### src/rtl/fifo_burst_arbiter_if.sv
// Handshake bundle between the two requesters, the burst arbiter and the
// FIFO controller strobes it drives.
interface fifo_burst_arbiter_if #(
    parameter int DEPTH = 8,
    parameter int LW    = 3
);
    localparam int OW = $clog2(DEPTH + 1);

    logic [1:0]    req;
    logic [1:0]    op;
    logic [LW-1:0] len0;
    logic [LW-1:0] len1;
    logic [1:0]    gnt;
    logic [1:0]    done;
    logic          fifo_sw;
    logic          fifo_en;
    logic [OW-1:0] occ;
    logic          busy;

    modport slave (
        input  req, op, len0, len1,
        output gnt, done, fifo_sw, fifo_en, occ, busy
    );

    modport master (
        output req, op, len0, len1,
        input  gnt, done, fifo_sw, fifo_en, occ, busy
    );
endinterface

### src/rtl/fifo_burst_arbiter.sv
// Round-robin burst arbiter in front of a DEPTH-entry FIFO controller.
// Only whole bursts that fit the tracked occupancy are granted; a one-cycle
// GAP separates bursts so the controller idles before a direction change.

// Per-requester eligibility: the whole burst must fit the current occupancy.
module fba_elig #(
    parameter int DEPTH = 8,
    parameter int LW    = 3,
    parameter int OW    = 4,
    parameter int EW    = 5
) (
    input  logic          req,
    input  logic          op,
    input  logic [LW-1:0] len,
    input  logic [OW-1:0] occ,
    output logic          elig
);
    logic [EW-1:0] beats;
    logic [EW-1:0] occ_x;

    // Widened compare so occ + beats never wraps.
    always_comb begin
        beats = EW'(len) + EW'(1);
        occ_x = EW'(occ);
        elig  = 1'b0;
        if (req)
            elig = op ? ((occ_x + beats) <= EW'(DEPTH)) : (beats <= occ_x);
    end
endmodule

module fifo_burst_arbiter #(
    parameter int DEPTH = 8,
    parameter int LW    = 3
) (
    input  logic                 clock,
    input  logic                 rst,
    fifo_burst_arbiter_if.slave  bus
);
    localparam int OW = $clog2(DEPTH + 1);
    localparam int CW = LW + 1;
    localparam int EW = ((OW > CW) ? OW : CW) + 1;

    typedef enum logic [1:0] {IDLE, BURST, GAP} state_t;

    state_t        state, state_n;
    logic [CW-1:0] cnt, cnt_n;       // beats left, including the current one
    logic          dir, dir_n;       // latched direction, 1 = write
    logic          who, who_n;       // requester owning the burst
    logic          last, last_n;     // last granted requester
    logic [OW-1:0] occ, occ_n;

    logic [1:0] gnt_n, done_n;
    logic       en_n, sw_n, busy_n;

    logic [1:0][LW-1:0] lens;
    logic [1:0]         elig;
    logic               win;

    assign lens    = {bus.len1, bus.len0};
    assign bus.occ = occ;

    generate
        for (genvar i = 0; i < 2; i++) begin : g_elig
            fba_elig #(.DEPTH(DEPTH), .LW(LW), .OW(OW), .EW(EW)) u_elig (
                .req  (bus.req[i]),
                .op   (bus.op[i]),
                .len  (lens[i]),
                .occ  (occ),
                .elig (elig[i])
            );
        end
    endgenerate

    // On a tie the requester not granted last wins; otherwise the only eligible one.
    always_comb begin
        win = (elig == 2'b11) ? ~last : elig[1];
    end

    // Next-state, burst bookkeeping and next registered outputs.
    always_comb begin
        state_n = state;
        cnt_n   = cnt;
        dir_n   = dir;
        who_n   = who;
        last_n  = last;
        occ_n   = occ;
        done_n  = 2'b00;
        case (state)
            IDLE, GAP: begin
                if (|elig) begin
                    state_n = BURST;
                    who_n   = win;
                    last_n  = win;
                    dir_n   = bus.op[win];
                    cnt_n   = CW'(lens[win]) + CW'(1);
                end else begin
                    state_n = IDLE;
                end
            end
            BURST: begin
                occ_n = dir ? occ + OW'(1) : occ - OW'(1);
                cnt_n = cnt - CW'(1);
                if (cnt == CW'(1)) begin
                    state_n = GAP;
                    done_n  = who ? 2'b10 : 2'b01;
                end
            end
            default: state_n = IDLE;
        endcase
        busy_n = (state_n == BURST);
        en_n   = busy_n;
        sw_n   = busy_n & dir_n;
        gnt_n  = busy_n ? (who_n ? 2'b10 : 2'b01) : 2'b00;
    end

    // State and registered outputs; reset parks everything with requester 0 favoured.
    always_ff @(posedge clock) begin
        if (rst) begin
            state       <= IDLE;
            cnt         <= '0;
            dir         <= 1'b0;
            who         <= 1'b0;
            last        <= 1'b1;
            occ         <= '0;
            bus.gnt     <= 2'b00;
            bus.done    <= 2'b00;
            bus.fifo_en <= 1'b0;
            bus.fifo_sw <= 1'b0;
            bus.busy    <= 1'b0;
        end else begin
            state       <= state_n;
            cnt         <= cnt_n;
            dir         <= dir_n;
            who         <= who_n;
            last        <= last_n;
            occ         <= occ_n;
            bus.gnt     <= gnt_n;
            bus.done    <= done_n;
            bus.fifo_en <= en_n;
            bus.fifo_sw <= sw_n;
            bus.busy    <= busy_n;
        end
    end
endmodule
### src/flat_wrapper.sv
// flat-port wrapper written by rule: the top's interface ports become plain ports
module fifo_burst_arbiter_flat 
#(
    parameter int DEPTH = 8,
    parameter int LW    = 3
)
  (clock, rst, bus_req, bus_op, bus_len0, bus_len1, bus_gnt, bus_done, bus_fifo_sw, bus_fifo_en, bus_occ, bus_busy);
  fifo_burst_arbiter_if #(.DEPTH(DEPTH), .LW(LW)) bus_i ();
  input  logic clock;
  input  logic rst;
  input wire logic [$bits(bus_i.req)-1:0] bus_req;
  input wire logic [$bits(bus_i.op)-1:0] bus_op;
  input wire logic [$bits(bus_i.len0)-1:0] bus_len0;
  input wire logic [$bits(bus_i.len1)-1:0] bus_len1;
  output wire logic [$bits(bus_i.gnt)-1:0] bus_gnt;
  output wire logic [$bits(bus_i.done)-1:0] bus_done;
  output wire logic [$bits(bus_i.fifo_sw)-1:0] bus_fifo_sw;
  output wire logic [$bits(bus_i.fifo_en)-1:0] bus_fifo_en;
  output wire logic [$bits(bus_i.occ)-1:0] bus_occ;
  output wire logic [$bits(bus_i.busy)-1:0] bus_busy;
  assign bus_i.req = bus_req;
  assign bus_i.op = bus_op;
  assign bus_i.len0 = bus_len0;
  assign bus_i.len1 = bus_len1;
  assign bus_gnt = bus_i.gnt;
  assign bus_done = bus_i.done;
  assign bus_fifo_sw = bus_i.fifo_sw;
  assign bus_fifo_en = bus_i.fifo_en;
  assign bus_occ = bus_i.occ;
  assign bus_busy = bus_i.busy;
  fifo_burst_arbiter #(.DEPTH(DEPTH), .LW(LW)) u_core (.clock(clock), .rst(rst), .bus(bus_i));
endmodule
### config.mk
export PLATFORM = sky130hd
export DESIGN_NAME = fifo_burst_arbiter_flat
export DESIGN_NICKNAME = d
export VERILOG_FILES = /design/src/rtl/fifo_burst_arbiter_if.sv /design/src/rtl/fifo_burst_arbiter.sv /design/src/flat_wrapper.sv
export SDC_FILE = /design/constraint.sdc
export NUM_CORES = 1
export LEC_CHECK = 0
export CAP_MARGIN = 5
export CELL_PAD_IN_SITES_DETAIL_PLACEMENT = 0
export CELL_PAD_IN_SITES_GLOBAL_PLACEMENT = 1
export CORE_MARGIN = 5
export CORE_UTILIZATION = 41
export DETAILED_ROUTE_END_ITERATION = 8
export GPL_TIMING_DRIVEN = 0
export PLACE_DENSITY = 0.86
export SYNTH_ARGS = -nofsm -noshare
export SYNTH_HDL_FRONTEND = slang
export SYNTH_HIERARCHICAL = 1
export SYNTH_SLANG_ARGS = --single-unit
### constraint.sdc
create_clock -name clock -period 4.4 [get_ports clock]
set_input_delay 0.66 -clock clock [delete_from_list [all_inputs] [get_ports clock]]
set_output_delay 0.66 -clock clock [all_outputs]
set_load 0.01 [all_outputs]
Word-level counts from Yosys, hierarchy flattened
Index checks and enable logic that the tools add are counted.
Widths: inputs -> output; s select.
{ "totals": {"wordCells": 63, "output_inout_bits": 11, "inputBits": 12, "ff_bits": 19} }
{ "op_classes": {"magnitude_cmp": 5, "eq_ne": 6, "n_mux": 21, "n_addsub": 8, "reduce_logical": 8, "bitwise_logic": 5} }
{ "op_table": {"columns": ["op", "count"], "rows": [
  ["$add 3x1->4 const B", 3],
  ["$mux 1", 12],
  ["$add 4x5->5", 2],
  ["$le 5x4->1", 2],
  ["$le 5x4->1 const B", 2],
  ["$mux 4", 2],
  ["$pmux 4 s2", 1],
  ["$sub 4x1->4 const B", 2],
  ["$mux 2", 3],
  ["$mux 3", 2],
  ["$reduce_or 2->1", 3],
  ["$add 4x1->4 const B", 1],
  ["$eq 2x1->1 const B", 2],
  ["$eq 2x2->1 const B", 2],
  ["$eq 4x1->1 const B", 1],
  ["$not 1->1", 4],
  ["$pmux 2 s2", 1],
  ["$reduce_and 2->1", 2],
  ["$reduce_or 3->1", 1],
  ["$logic_not 2->1", 1],
  ["$lt 1x2->1 const B", 1],
  ["$ne 2x1->1 const B", 1],
  ["$reduce_bool 2->1", 1],
  ["$and 1x1->1", 1]
]} }

Logic depth before layout (Yosys ltp)
{ "logic_depth": {"ltp_word": 12, "ltp_mapped": 13} }

Hierarchy
Netlist, hierarchy kept.
{ "by_module_without_submodules": {"columns": ["mod", "seq_area_each_um2", "n_inst", "cells_per_inst", "area_per_inst_um2"], "rows": [
  ["fifo_burst_arbiter", 380.4, 1, 99, 934.6],
  ["fba_elig at u_core.g_elig[1].u_elig", 0.0, 1, 37, 326.6],
  ["fba_elig at u_core.g_elig[0].u_elig", 0.0, 1, 37, 304.0]
]} }

Worst setup path before layout
No wires, ideal clock.
{ "synth_timing": {"path_type": "input -> register", "start": "in bus_len0[0]", "end": "reg u_core.cnt[2]", "t_arrival_ns": 3.864, "cell_stages": 12, "n_path_buf": 0, "required_ns": 4.278, "setup_slack_ns": 0.414, "cell_sequence": "ha_1 > inv_1 > fa_1 > xor2_1 > nor3b_2 > o21ai_1 > a2111oi_1 > a21boi_4 > mux2_2 > ha_1 > and3_1 > a221o_1"} }
{ "synth_via": {"elab_chain_len": 12, "elab_cells_between_ends": 16} }
{ "synth_lines": {"columns": ["item", "line_no", "source"], "rows": [
  ["from (decl)", "flat_wrapper.sv:13", "input wire logic [$bits(bus_i.len0)-1:0] bus_len0;"],
  ["$add 3x1->4 (*)", "fifo_burst_arbiter.sv:23", "beats = EW'(len) + EW'(1);"],
  ["$add 4x5->5", "fifo_burst_arbiter.sv:27", "elig = op ? ((occ_x + beats) <= EW'(DEPTH)) : (beats <= occ_x);"],
  ["$le 5x4->1", "fifo_burst_arbiter.sv:27", null],
  ["$mux 1 (*)", "fifo_burst_arbiter.sv:27", null],
  ["$mux 1 (*)", "fifo_burst_arbiter.sv:26", "if (req)"],
  ["named net u_core.elig[0]", "fifo_burst_arbiter.sv:56", "logic [1:0] elig;"],
  ["$eq 2x2->1", "fifo_burst_arbiter.sv:76", "win = (elig == 2'b11) ? ~last : elig[1];"],
  ["$mux 1", "fifo_burst_arbiter.sv:76", null],
  ["$mux 3 (not written as such) (2 in a row)", "fifo_burst_arbiter.sv:95", "cnt_n = CW'(lens[win]) + CW'(1);"],
  ["$add 3x1->4", "fifo_burst_arbiter.sv:95", null],
  ["$mux 4", "fifo_burst_arbiter.sv:90", "if (|elig) begin"],
  ["$pmux 4 s2", "fifo_burst_arbiter.sv:88", "case (state)"],
  ["to (signal assigned)", "fifo_burst_arbiter.sv:132", "cnt <= cnt_n;"],
  ["to (decl)", "fifo_burst_arbiter.sv:46", "logic [CW-1:0] cnt, cnt_n;"]
]} }
The timed path passes the listed nets; every way through them passes the cells marked *. The select of a mux whose other input is x is not followed.
A chain may end at the register's enable or synchronous reset.

Worst setup path after layout
Ends and elaborated chain as after synthesis.

==> impl_metrics.toml <==
[run_status]
status = "completed"

[clock_tree]
cts_tree = "done"
cts_made_buffers = 3
cts.sinks = 19
clockBufferDepth = 2
cts_root_buf = "clkbuf_8"
worst_skew_pair.late_latency_ns = 0.25
path_clk_slew_ns = 0.07
h-tree-depth = 1
cts_hold_buf = 0

[global_routing]
grt_pass1_wl_um = 6080
grt-ovfl-total = 0
grt_pass1_vias = 1351
grt_max_degree = 12
grt_usage = 0.145
antenna_found_initial = 0

[job]
maxCapViolCount = 0

[yosys]
synth_top_area_share = 0.243
synth_edf_count = 0
yosys_register_bits = 19
yosysSeqAreaShare = 0.243
synth_top_family_by_area = "adder cells"
synth_top_area_cell = "dfxtp_1"
synth_area_leaders = "dfxtp_1 (24%), ha_1 (18%), inv_1 (6.0%)"
synthXorXnorAreaFrac = 0.0392
syn_avg_cell_area_um2 = 9.05
synth_cell_type_count = 50
synth_compound_area_frac = 0.180
yosys_warnings = 6
synthFlopType = "dfxtp_1"
syn_area_mm2 = 0.00157
yosys.area_share.simple = 0.207
synthArstFlopShare = 0
syn_nets = 211
muxShareOfSynthArea = 0.0344
syn-instance-count = 173
post_synth_fa_ha_maj_area_fraction = 0.222

[worst_setup_path]
reg2reg_depth = 12
critPathMaxFanout = 6
endpoint_kind = "flop"
r2r_end = "u_core/cnt[2]"
crit_path_start_kind = "input pin"
crit_required_ns = 4.54
worst-setup-path-type = "input pin to flop"
r2r_setup_slack_ns = 0.66
cp_data_arrival_time_ns = 4.42
timing.rr.start = "u_core/bus.occ[0]"

[worst_hold_path]
hold_depth = 1
holdPathEnd = "u_core/bus.done[0]"
hold_path_class = "flop to flop"
hp-start = "u_core/who"

[pwr]
leakage_uw = 0.000829
powerDensity_mw_per_mm2 = 591
ir_worst_vdd_uv = 327

[drt]
drc = 0
antenna_left = 0
wire_per_inst_um = 14.4
via_per_inst = 5.21
vias = 1302
drt_first_pass_iters = 4
drt_iter0_markers = 85
drt_wl_total_um = 3610

[placed_design]
dpl.hpwl_um = 2930
portBuffers = 22
gp_congestion = 0.939
pre_cts_slack_ns = -0.761
placed_area_mm2 = 0.00185

[timing]
fin_crit_sh = 0.974
worst_slack_ns = 0.116
slew_viol_final = 0
finalClockSkew_ns = 0.00432
slew_headroom = 0.644
finalSetupViolCount = 0
worstMarginPinSlew_ns = 0.529
fmax_mhz = 233
hold_viol = 0
finalWorstPathRequiredPeriod_ns = 4.28
hold-worst-slack_ns = 0.472

[final_layout]
areaGrowthSynthToFinish_pct = 26.1
layout-drive-gt1-share = 0.129
fin_nets = 241
design_area_mm2 = 0.00197
antenna_cells = 0

[die]
rows = 22
die_h_um = 71.8
ioPinCount = 23
core_area_mm2 = 0.00369
die_area_mm2 = 0.00515
die_w_um = 71.8
initial_core_util = 0.424
==> registers in the layout, summed over array words and instances, names as in the netlist <==
| signal | cells |
|---|---|
| u_core/dir | 1 |
| u_core/cnt | 4 |
| u_core/state | 2 |
| u_core/last | 1 |
| u_core/bus.done | 2 |
| u_core/who | 1 |
| u_core/bus.fifo_sw | 1 |
| u_core/bus.busy | 1 |
| u_core/bus.gnt | 2 |
| u_core/bus.occ | 4 |
==> final cells by class <==
class	count	area, um^2
Inverter	25	93.8
Buffer	3	22.5
Sequential cell	19	380
Tap cell	48	60.1
Clock inverter	1	5.00
Multi-Input combinational cell	126	1130
Fill cell	346	1710
Timing Repair Buffer	25	243
Clock buffer	3	41.3
==> critical path, cell delays in order <==
cell             delay, ns
clkdlybuf4s50_1       0.53
ha_1                  0.41
inv_1                 0.08
fa_1                  0.42
xor2_1                0.18
nor3b_2               0.29
o21ai_1               0.16
a2111oi_4             0.56
a21boi_4              0.15
mux2_2                0.30
ha_1                  0.23
and3_1                0.15
a221o_1               0.31
==> timing repair <==
action	in CTS	in global routing
cloned	0	0
setup endpoints to repair	6	2
resized for setup	4	3
buffers inserted	0	3
==> per-layer routing <==
| metal | track usage | vias to the layer above | part of all wire |
|---|---|---|---|
| met5 | 0 | - | 0 |
| li1 | - | 667 | - |
| met3 | 0.0196 | 6 | 0.016 |
| met1 | 0.179 | 615 | 0.44 |
| met2 | 0.259 | 14 | 0.54 |
| met4 | 0.0459 | 0 | 0.011 |
==> metrics by stage <==
| stage | setup TNS, ns | instances | power [uW] | util |
|---|---|---|---|---|
| finish | 0 | 250 | 1170 | 0.535 |
| global route | -0.0254 | 250 | 1270 | 0.535 |
| CTS | 0 | 247 | 1150 | 0.522 |
| detailed placement | -3.67 | 243 | 1010 | 0.500 |
| global placement | -1.86 | 243 | 968 | 0.500 |
| floorplan | 0 | 173 | 797 | - |
==> synth_stat cells (3+ instances only) <==
library cell  number
nor3b_2            3
fa_1               3
nor2_1            11
xor2_1             4
dfxtp_1           19
xnor2_1            3
nor4_1             3
a21oi_1            9
ha_1              23
nor2b_1            4
nand2_1            9
a211oi_1           7
and3_1             3
inv_1             25
a21boi_0           3
==> worst max-delay path by stage <==
| stage | slack [ns] | start | end | depth (start not counted) |
|---|---|---|---|---|
| 2_1_floorplan | 0.41 | bus_len0[0] | u_core/cnt[2] | 12 |
| 3_3_place_gp | -0.57 | bus_len0[0] | u_core/cnt[2] | 13 |
| 3_5_place_dp | -0.76 | bus_len0[0] | u_core/cnt[2] | 13 |
| 4_1_cts | 0.06 | bus_len1[0] | u_core/cnt[2] | 13 |
| 5_1_grt | -0.03 | bus_len1[0] | u_core/cnt[2] | 13 |
| 6_report | 0.12 | bus_len0[0] | u_core/cnt[2] | 13 |
==> power by group <==
part | leakage (uW) | total, uW | switching (uW) | internal, uW
Clock | 0.0000255 | 117 | 54.2 | 62.8
Sequential | 0.000156 | 322 | 86.8 | 235
Combinational | 0.000647 | 728 | 363 | 365
==> cells by family (layout without fill, tap and decap cells) <==
| family | Yosys count | in the layout |
|---|---|---|
| fa+ha+maj | 26 | 26 |
| compound gates | 38 | 38 |
| mux | 5 | 5 |
| simple gates | 50 | 50 |
| buf+inv | 28 | 57 |
| xor+xnor | 7 | 7 |
| flops | 19 | 19 |
==> placed cells by master (no fill, tap or decap), types with 2 or more instances in the layout <==
cell and instances:
xnor2_1 3, clkbuf_8 3, o211ai_1 2, o21ai_0 2, nor4_1 2, fa_1 3
dfxtp_1 19, a211o_1 2, a211oi_1 7, nor4_2 2, nor2_1 11, mux2_2 2
buf_4 4, a21boi_0 3, and3_1 3, a2111oi_4 2, o21ai_1 2, nor2b_1 4
and2_1 2, a21oi_1 9, nand2_1 9, nor3b_2 3, inv_1 25, ha_1 22
clkdlybuf4s50_1 22, xor2_1 4, mux2i_1 2
Power figures use the tool's default switching activity.
